`src/rtl/gpio_wb_arb_if.sv`:
```
// Bus bundle between the two Wishbone masters, the arbiter and the GPIO slave.
// The arbiter takes the slave modport; the environment drives the master modport.
interface gpio_wb_arb_if;
  logic [1:0] m0_addr, m1_addr;
  logic [7:0] m0_dat, m1_dat;
  logic       m0_we, m1_we;
  logic       m0_cyc, m1_cyc;
  logic [7:0] m0_rdt, m1_rdt;
  logic       m0_ack, m1_ack;
  logic       m0_err, m1_err;
  logic [1:0] s_addr;
  logic [7:0] s_dat;
  logic       s_we;
  logic       s_cyc;
  logic [7:0] s_rdt;
  logic       s_ack;
  logic [1:0] grant;

  modport slave (
    input  m0_addr, m1_addr, m0_dat, m1_dat, m0_we, m1_we, m0_cyc, m1_cyc,
    input  s_rdt, s_ack,
    output m0_rdt, m1_rdt, m0_ack, m1_ack, m0_err, m1_err,
    output s_addr, s_dat, s_we, s_cyc, grant
  );

  modport master (
    output m0_addr, m1_addr, m0_dat, m1_dat, m0_we, m1_we, m0_cyc, m1_cyc,
    output s_rdt, s_ack,
    input  m0_rdt, m1_rdt, m0_ack, m1_ack, m0_err, m1_err,
    input  s_addr, s_dat, s_we, s_cyc, grant
  );
endinterface

```
`src/rtl/gpio_wb_arb.sv`:
```
// Round-robin two-master Wishbone arbiter for the GPIO block; one transaction at a
// time, an idle cycle between grants, watchdog err after TIMEOUT busy cycles.
module gpio_wb_arb #(
  parameter int unsigned TIMEOUT = 15
) (
  input  logic          clk,
  input  logic          rstn,
  gpio_wb_arb_if.slave  bus
);

  typedef enum logic {ST_IDLE, ST_BUSY} state_t;

  localparam logic [7:0] LP_TLAST = 8'(TIMEOUT - 1);

  state_t     r_state;
  logic       r_owner;
  logic       r_last;
  logic [7:0] r_tcnt;

  logic w_busy;
  logic w_own_cyc;
  logic w_sel;
  logic w_ack;
  logic w_err;

  assign w_busy    = (r_state == ST_BUSY);
  assign w_own_cyc = r_owner ? bus.m1_cyc : bus.m0_cyc;
  assign w_sel     = w_busy & w_own_cyc;
  // An owner abort suppresses both strobes; a slave ack masks the watchdog.
  assign w_ack     = w_sel & bus.s_ack;
  assign w_err     = w_sel & ~bus.s_ack & (r_tcnt == LP_TLAST);

  assign bus.s_cyc  = w_sel;
  assign bus.s_we   = w_sel & (r_owner ? bus.m1_we : bus.m0_we);
  assign bus.s_addr = w_sel ? (r_owner ? bus.m1_addr : bus.m0_addr) : 2'b00;
  assign bus.s_dat  = w_sel ? (r_owner ? bus.m1_dat : bus.m0_dat) : 8'h00;

  assign bus.m0_ack = w_ack & ~r_owner;
  assign bus.m1_ack = w_ack & r_owner;
  assign bus.m0_err = w_err & ~r_owner;
  assign bus.m1_err = w_err & r_owner;
  assign bus.m0_rdt = (w_busy & ~r_owner) ? bus.s_rdt : 8'h00;
  assign bus.m1_rdt = (w_busy & r_owner) ? bus.s_rdt : 8'h00;
  assign bus.grant  = w_busy ? (r_owner ? 2'b10 : 2'b01) : 2'b00;

  always_ff @(posedge clk) begin
    if (!rstn) begin
      r_state <= ST_IDLE;
      r_owner <= 1'b0;
      r_last  <= 1'b1;
      r_tcnt  <= 8'h00;
    end else begin
      case (r_state)
        ST_IDLE: begin
          r_tcnt <= 8'h00;
          if (bus.m0_cyc && bus.m1_cyc) begin
            r_owner <= ~r_last;
            r_state <= ST_BUSY;
          end else if (bus.m0_cyc) begin
            r_owner <= 1'b0;
            r_state <= ST_BUSY;
          end else if (bus.m1_cyc) begin
            r_owner <= 1'b1;
            r_state <= ST_BUSY;
          end
        end
        ST_BUSY: begin
          if (!w_own_cyc || bus.s_ack || (r_tcnt == LP_TLAST)) begin
            r_state <= ST_IDLE;
            r_last  <= r_owner;
          end else begin
            r_tcnt <= r_tcnt + 8'h01;
          end
        end
      endcase
    end
  end

endmodule

```
`src/flat_wrapper.sv`:
```
// flat-port wrapper written by rule: the top's interface ports become plain ports
module gpio_wb_arb_flat 
#(
  parameter int unsigned TIMEOUT = 15
)
  (clk, rstn, bus_m0_addr, bus_m1_addr, bus_m0_dat, bus_m1_dat, bus_m0_we, bus_m1_we, bus_m0_cyc, bus_m1_cyc, bus_s_rdt, bus_s_ack, bus_m0_rdt, bus_m1_rdt, bus_m0_ack, bus_m1_ack, bus_m0_err, bus_m1_err, bus_s_addr, bus_s_dat, bus_s_we, bus_s_cyc, bus_grant);
  gpio_wb_arb_if bus_i ();
  input  logic clk;
  input  logic rstn;
  input wire logic [$bits(bus_i.m0_addr)-1:0] bus_m0_addr;
  input wire logic [$bits(bus_i.m1_addr)-1:0] bus_m1_addr;
  input wire logic [$bits(bus_i.m0_dat)-1:0] bus_m0_dat;
  input wire logic [$bits(bus_i.m1_dat)-1:0] bus_m1_dat;
  input wire logic [$bits(bus_i.m0_we)-1:0] bus_m0_we;
  input wire logic [$bits(bus_i.m1_we)-1:0] bus_m1_we;
  input wire logic [$bits(bus_i.m0_cyc)-1:0] bus_m0_cyc;
  input wire logic [$bits(bus_i.m1_cyc)-1:0] bus_m1_cyc;
  input wire logic [$bits(bus_i.s_rdt)-1:0] bus_s_rdt;
  input wire logic [$bits(bus_i.s_ack)-1:0] bus_s_ack;
  output wire logic [$bits(bus_i.m0_rdt)-1:0] bus_m0_rdt;
  output wire logic [$bits(bus_i.m1_rdt)-1:0] bus_m1_rdt;
  output wire logic [$bits(bus_i.m0_ack)-1:0] bus_m0_ack;
  output wire logic [$bits(bus_i.m1_ack)-1:0] bus_m1_ack;
  output wire logic [$bits(bus_i.m0_err)-1:0] bus_m0_err;
  output wire logic [$bits(bus_i.m1_err)-1:0] bus_m1_err;
  output wire logic [$bits(bus_i.s_addr)-1:0] bus_s_addr;
  output wire logic [$bits(bus_i.s_dat)-1:0] bus_s_dat;
  output wire logic [$bits(bus_i.s_we)-1:0] bus_s_we;
  output wire logic [$bits(bus_i.s_cyc)-1:0] bus_s_cyc;
  output wire logic [$bits(bus_i.grant)-1:0] bus_grant;
  assign bus_i.m0_addr = bus_m0_addr;
  assign bus_i.m1_addr = bus_m1_addr;
  assign bus_i.m0_dat = bus_m0_dat;
  assign bus_i.m1_dat = bus_m1_dat;
  assign bus_i.m0_we = bus_m0_we;
  assign bus_i.m1_we = bus_m1_we;
  assign bus_i.m0_cyc = bus_m0_cyc;
  assign bus_i.m1_cyc = bus_m1_cyc;
  assign bus_i.s_rdt = bus_s_rdt;
  assign bus_i.s_ack = bus_s_ack;
  assign bus_m0_rdt = bus_i.m0_rdt;
  assign bus_m1_rdt = bus_i.m1_rdt;
  assign bus_m0_ack = bus_i.m0_ack;
  assign bus_m1_ack = bus_i.m1_ack;
  assign bus_m0_err = bus_i.m0_err;
  assign bus_m1_err = bus_i.m1_err;
  assign bus_s_addr = bus_i.s_addr;
  assign bus_s_dat = bus_i.s_dat;
  assign bus_s_we = bus_i.s_we;
  assign bus_s_cyc = bus_i.s_cyc;
  assign bus_grant = bus_i.grant;
  gpio_wb_arb #(.TIMEOUT(TIMEOUT)) u_core (.clk(clk), .rstn(rstn), .bus(bus_i));
endmodule
```
`config.mk`:
```
export PLATFORM = sky130hd
export DESIGN_NAME = gpio_wb_arb_flat
export DESIGN_NICKNAME = d
export VERILOG_FILES = /design/src/rtl/gpio_wb_arb_if.sv /design/src/rtl/gpio_wb_arb.sv /design/src/flat_wrapper.sv
export SDC_FILE = /design/constraint.sdc
export NUM_CORES = 1
export LEC_CHECK = 0
export CAP_MARGIN = 20
export CORE_ASPECT_RATIO = 1.5
export CORE_UTILIZATION = 33
export CTS_CLUSTER_SIZE = 10
export DETAILED_ROUTE_END_ITERATION = 7
export GPL_ROUTABILITY_DRIVEN = 0
export MAX_ROUTING_LAYER = met4
export PLACE_DENSITY = 0.8
export SETUP_SLACK_MARGIN = 0.1
export SYNTH_ARGS = -nofsm -noshare
export SYNTH_HDL_FRONTEND = slang
export SYNTH_SLANG_ARGS = --single-unit
export TNS_END_PERCENT = 20
```
`constraint.sdc`:
```
create_clock -name clk -period 2.1 [get_ports clk]
set_input_delay 0.21 -clock clk [delete_from_list [all_inputs] [get_ports clk]]
set_output_delay 0.21 -clock clk [all_outputs]
set_load 0.02 [all_outputs]
```
# Word-level counts from Yosys, hierarchy flattened
# Index checks and enable logic that the tools add are counted.
# op_classes
n_addsub	1
n_mul	0
div_mod_pow	0
order_cmp	0
n_eq_ne	2
n_shift	0
muxes	20
n_bitwise	15
reduce_logical	7
# ops
operator	count
$mux 8	5
$pmux 8 s2	1
$and 1x1->1	11
$mux 1	9
$add 8x1->8 const B	1
$eq 8x4->1 const B	1
$mux 2	4
$not 1->1	4
$reduce_and 2->1	2
$reduce_bool 3->1	1
$logic_or 1x1->1	2
$ne 2x2->1 const B	1
$pmux 1 s2	1
$logic_and 1x1->1	1
$logic_not 1->1	1
# totals
register_bits	11
latch_bits	0
mem_bits_rw	0
romBits	0
input_bits	35
out_inout_bits	34
word_cells	49
mem_count	0

# Longest topological paths before layout
# depth
ltp_word	6
mapped_depth	7
depth_no_buf	5

# Worst setup path before layout
# OpenSTA, ideal clock, no wires.
# synth_path
path_type	reg2out
from	reg u_core.r_owner
to	out bus_m1_err
arrival_time_ns	1.666
required_ns	1.890
path_slack_ns	0.224
path_stages_with_launch	6
n_path_buf	2
cell_sequence	dfxtp_1 buf_6 mux2i_1 nand2b_1 clkbuf_1 nor4b_1
# synth_via
elab_chain_len	5
# synth_lines
item	line_no	text
from (decl)	gpio_wb_arb.sv:16	logic r_owner;
from (signal assigned)	gpio_wb_arb.sv:57	r_owner <= ~r_last;
$mux 1	gpio_wb_arb.sv:27	assign w_own_cyc = r_owner ? bus.m1_cyc : bus.m0_cyc;
$and 1x1->1	gpio_wb_arb.sv:28	assign w_sel = w_busy & w_own_cyc;
$and 1x1->1 (2 in a row)	gpio_wb_arb.sv:31	assign w_err = w_sel & ~bus.s_ack & (r_tcnt == LP_TLAST);
$and 1x1->1 (*)	gpio_wb_arb.sv:41	assign bus.m1_err = w_err & r_owner;
to (decl)	flat_wrapper.sv:25	output wire logic [$bits(bus_i.m1_err)-1:0] bus_m1_err;
# Every way passes the cells marked *; elsewhere a longest branch is shown, timed or not.

# Final worst setup path
# layout_path
from	reg u_core.r_owner
to	out bus_grant[1]
# layout_via
elab_chain_len	2
# layout_lines
item	line_no	text
$mux 2 (2 in a row)	gpio_wb_arb.sv:44	assign bus.grant = w_busy ? (r_owner ? 2'b10 : 2'b01) : 2'b00;
to (decl)	flat_wrapper.sv:30	output wire logic [$bits(bus_i.grant)-1:0] bus_grant;
# Every way passes these cells.

==> results.md <==
* Status: finished clean
* Seq cells post-synth at 11
* Layer with the highest usage: met2
* Synth-to-Final Area Change at 89.6%
* CP Cell Sequence: buf_4 > and2_1 > clkdlybuf4s50_1
* MaxCap Viol Count at 0
* Final hold viol count at 0
* DIE AREA at slightly below 3000 µm²
* Layout Skew at 0.00397 ns
* Via count at 1198
* CTS Hold Bufs at 0
* DR DRC count at 0
* Wirelength per Cell at about 13 µm
* Iteration-0 DRC Markers at 44
* Core area at between 2000 and 3000 µm²
* Most common cell after layout, fill and taps aside: clkdlybuf4s50_1
* Worst r2r src: u_core.r_tcnt[0]$_SDFFE_PN0P_
* Post-synth EDFFs at 0
* Setup repair after global routing missed its margin: yes
* Hold crit path type: flop to flop
* Clock Sinks at 11
* Postcts setup bufs at 0
* Period utilization at 92.2%
* Met3 usage in global routing at approximately 3.6%
* Final HPWL DP at 2550 µm
* Relative max-transition margin at 79.2%
* CTS buffer count at 3
* Reg2reg path depth at 5
* Highest Clock Rate at 516 MHz
* Worst reg2reg endpoint: u_core.r_tcnt[3]$_SDFFE_PN0P_
* Final Critical Period at about 1.9 ns
* Final setup vio count at 0
* M2 GR Usage at a little under half
* I/O Buffers at 68
* Worst path slowest cell: clkdlybuf4s50_1
* Cell variety after synth at 26
* CP max stage delay at about 0.62 ns
* Total GRT Usage at a little under a quarter
* Critical Path RT at between 1.5 and 2 ns
* DP Worst Slack at -0.0738 ns
* Post-synthesis instance total at 122
* Vias per cell at roughly 5
* Hold Crit Start: u_core.r_tcnt[3]$_SDFFE_PN0P_
* Worst setup EP type: output pin
* Gr ovfl total at 0
* Post-route ant nets at 0
* Sw Share at 30.9%
* Inst Count DP at approximately 230
* Critical path launch point type: flop
* Post-synthesis area per instance at about 7.3 µm²
* CTS root buf: clkbuf_4
* R2R Setup Slk at about 0.4 ns
* Vias in the first global route at 1156
* # IOs at 69
* Clk pwr share at 23.0%
* Syn Nets at about 160
* Measured slew at the worst slew-check pin at between 0.3 and 0.4 ns
* Hold Path Stages at 2
* Yosys warnings at 0
* Post-synthesis cell area at about 900 µm²
* Reg clk slew, reported paths at 0.07 ns
* First-pass GRT wire length at slightly below 5000 µm
* Gate power share at between 40% and 50%
* Min Hold Slack at between 0.5 and 0.6 ns
* Placed Area at 1660 µm²
* Leak Pwr at 0.740 nW
* Sequential area share after synthesis at between 20 and 25%
* Fraction of layout cells with a size suffix above 1 at approximately 9.6%
* Finished Layout Cells at between 200 and 250
* H-tree Lvls at 1
* Part of the power in registers at 35.9%
* DR pass1 iterations at 4
* Hold EP: u_core.r_tcnt[3]$_SDFFE_PN0P_
* Finished Cell Area at roughly 1700 µm²
* Worst setup margin at around 0.16 ns
* Clock Latency Late Sink at 0.27 ns
* Psw at ~190 µW
* Chip width at between 40 and 50 µm
* Setup TNS at 0 ns
* Int Power at between 400 and 500 µW
* Synth Flop Type: dfxtp_1
* Initial antenna violation count at 0
* Worst setup path category: flop to output pin
* Most frequent cells in the layout: clkdlybuf4s50_1 (52), nor2_1 (19), dlygate4sd2_1 (14)
* FFs w/ async S/R, synth at 0%
* Antenna cells at 0
* CTS tree: yes
* Fin. max-slew vios at 0
* Crit path DAT at 1.73 ns
* WL final at roughly 3100 µm
* Crit-path leading delay family: buffers and inverters
* Starting utilization of the core area at between 30% and 40%
* Worst path bufs/invs at 2
* Longest Clk Path Bufs at 2
* Rows at 22
* Worst-path fanout max at 17
* Largest net degree at the start of global routing at 18
* PD cells at approximately 370 nW/µm²
* M1 GR Usage at ~22%
* Die Height at 65.5 µm
* Final nets at approximately 240
* VDD IR max at about 310 µV
per-layer routing:
metal	vias up	share of wire (%)
met4	0	1.3
met2	78	56
met5	-	0
li1	582	-
met3	6	8.5
met1	532	34
area by class of cell:
type	instances	area, µm²
clock buffers	4	26.3
flip-flops and latches	11	221
multi-input cells	97	622
repair buffers	80	751
inverters	5	18.8
fillers	216	821
well taps	36	45.0
synth_stat cells, drive strengths merged (3+ instances only):
master,instances,share of area [%]
nor2,20,8.5
xnor2,3,3.0
mux2i,12,14
clkbuf,8,3.4
o21ai,3,1.7
nor4,5,3.5
nand2,7,3.0
or4,3,2.5
dfxtp,11,25
and3,10,7.0
a21oi,5,2.8
inv,5,2.1
and2,10,7.0
nand3,6,3.4
power groups by stage:
stage | combinational (mW) | sequential [mW] | clock [mW]
after global placement | 0.254 | 0.226 | 0
after floorplan | 0.115 | 0.223 | 0
after detailed placement | 0.260 | 0.226 | 0
final | 0.254 | 0.222 | 0.142
after CTS | 0.255 | 0.222 | 0.144
after global routing | 0.271 | 0.223 | 0.156
per-stage QoR:
| stage | utilization [%] | total power [mW] |
|---|---|---|
| final | 67.2 | 0.618 |
| after global routing | 67.2 | 0.650 |
| after detailed placement | 66.4 | 0.486 |
| after floorplan | - | 0.338 |
| after CTS | 67.0 | 0.621 |
| after global placement | 66.4 | 0.480 |
state kept, by name, indices dropped and copies added (netlist names):
name and count:
u_core.r_last 1, u_core.r_owner 1, u_core.r_state 1, u_core.r_tcnt 8
what timing repair did:
item	4_1_cts	5_1_grt
hold endpoints to repair	0	0
resized for setup	20	3
pin swaps	0	0
endpoints found under the setup margin	24	11
cell families after synthesis:
kind of cell               count (synthesis)  synth area share (%)
AOI/OAI and AO/OA                         15                  11.1
xor gates and xnor gates                   3                  2.96
adders and majority gates                  2                  2.82
buffers and inverters                     14                  6.76
DFF                                       11                  24.8
muxes                                     12                  13.5
and+or+nand+nor                           65                  38.0
how the worst max path moves through the flow:
stage	depth (start not counted)	slack [ns]	startpoint	endpoint
2_1_floorplan	5	0.22	u_core.r_owner$_SDFFE_PN0P_	bus_m1_err
3_5_place_dp	5	-0.07	bus_m0_cyc	bus_m1_err
6_report	3	0.16	u_core.r_owner$_SDFFE_PN0P_	bus_grant[1]
5_1_grt	4	0.08	u_core.r_state$_SDFF_PN0_	bus_m0_rdt[0]
4_1_cts	4	0.10	u_core.r_tcnt[6]$_SDFFE_PN0P_	bus_m1_err
3_3_place_gp	5	-0.04	bus_m1_cyc	bus_m1_err
worst reg2reg max path, delay by kind of cell, from the launching register on:
family	cells	cell delay, ns
flops	1	0.42
simple gates	2	0.75
fa+ha+maj	1	0.21
compound gates	1	0.14
buf+inv	1	0.10
(Power assumes the default switching activity.)
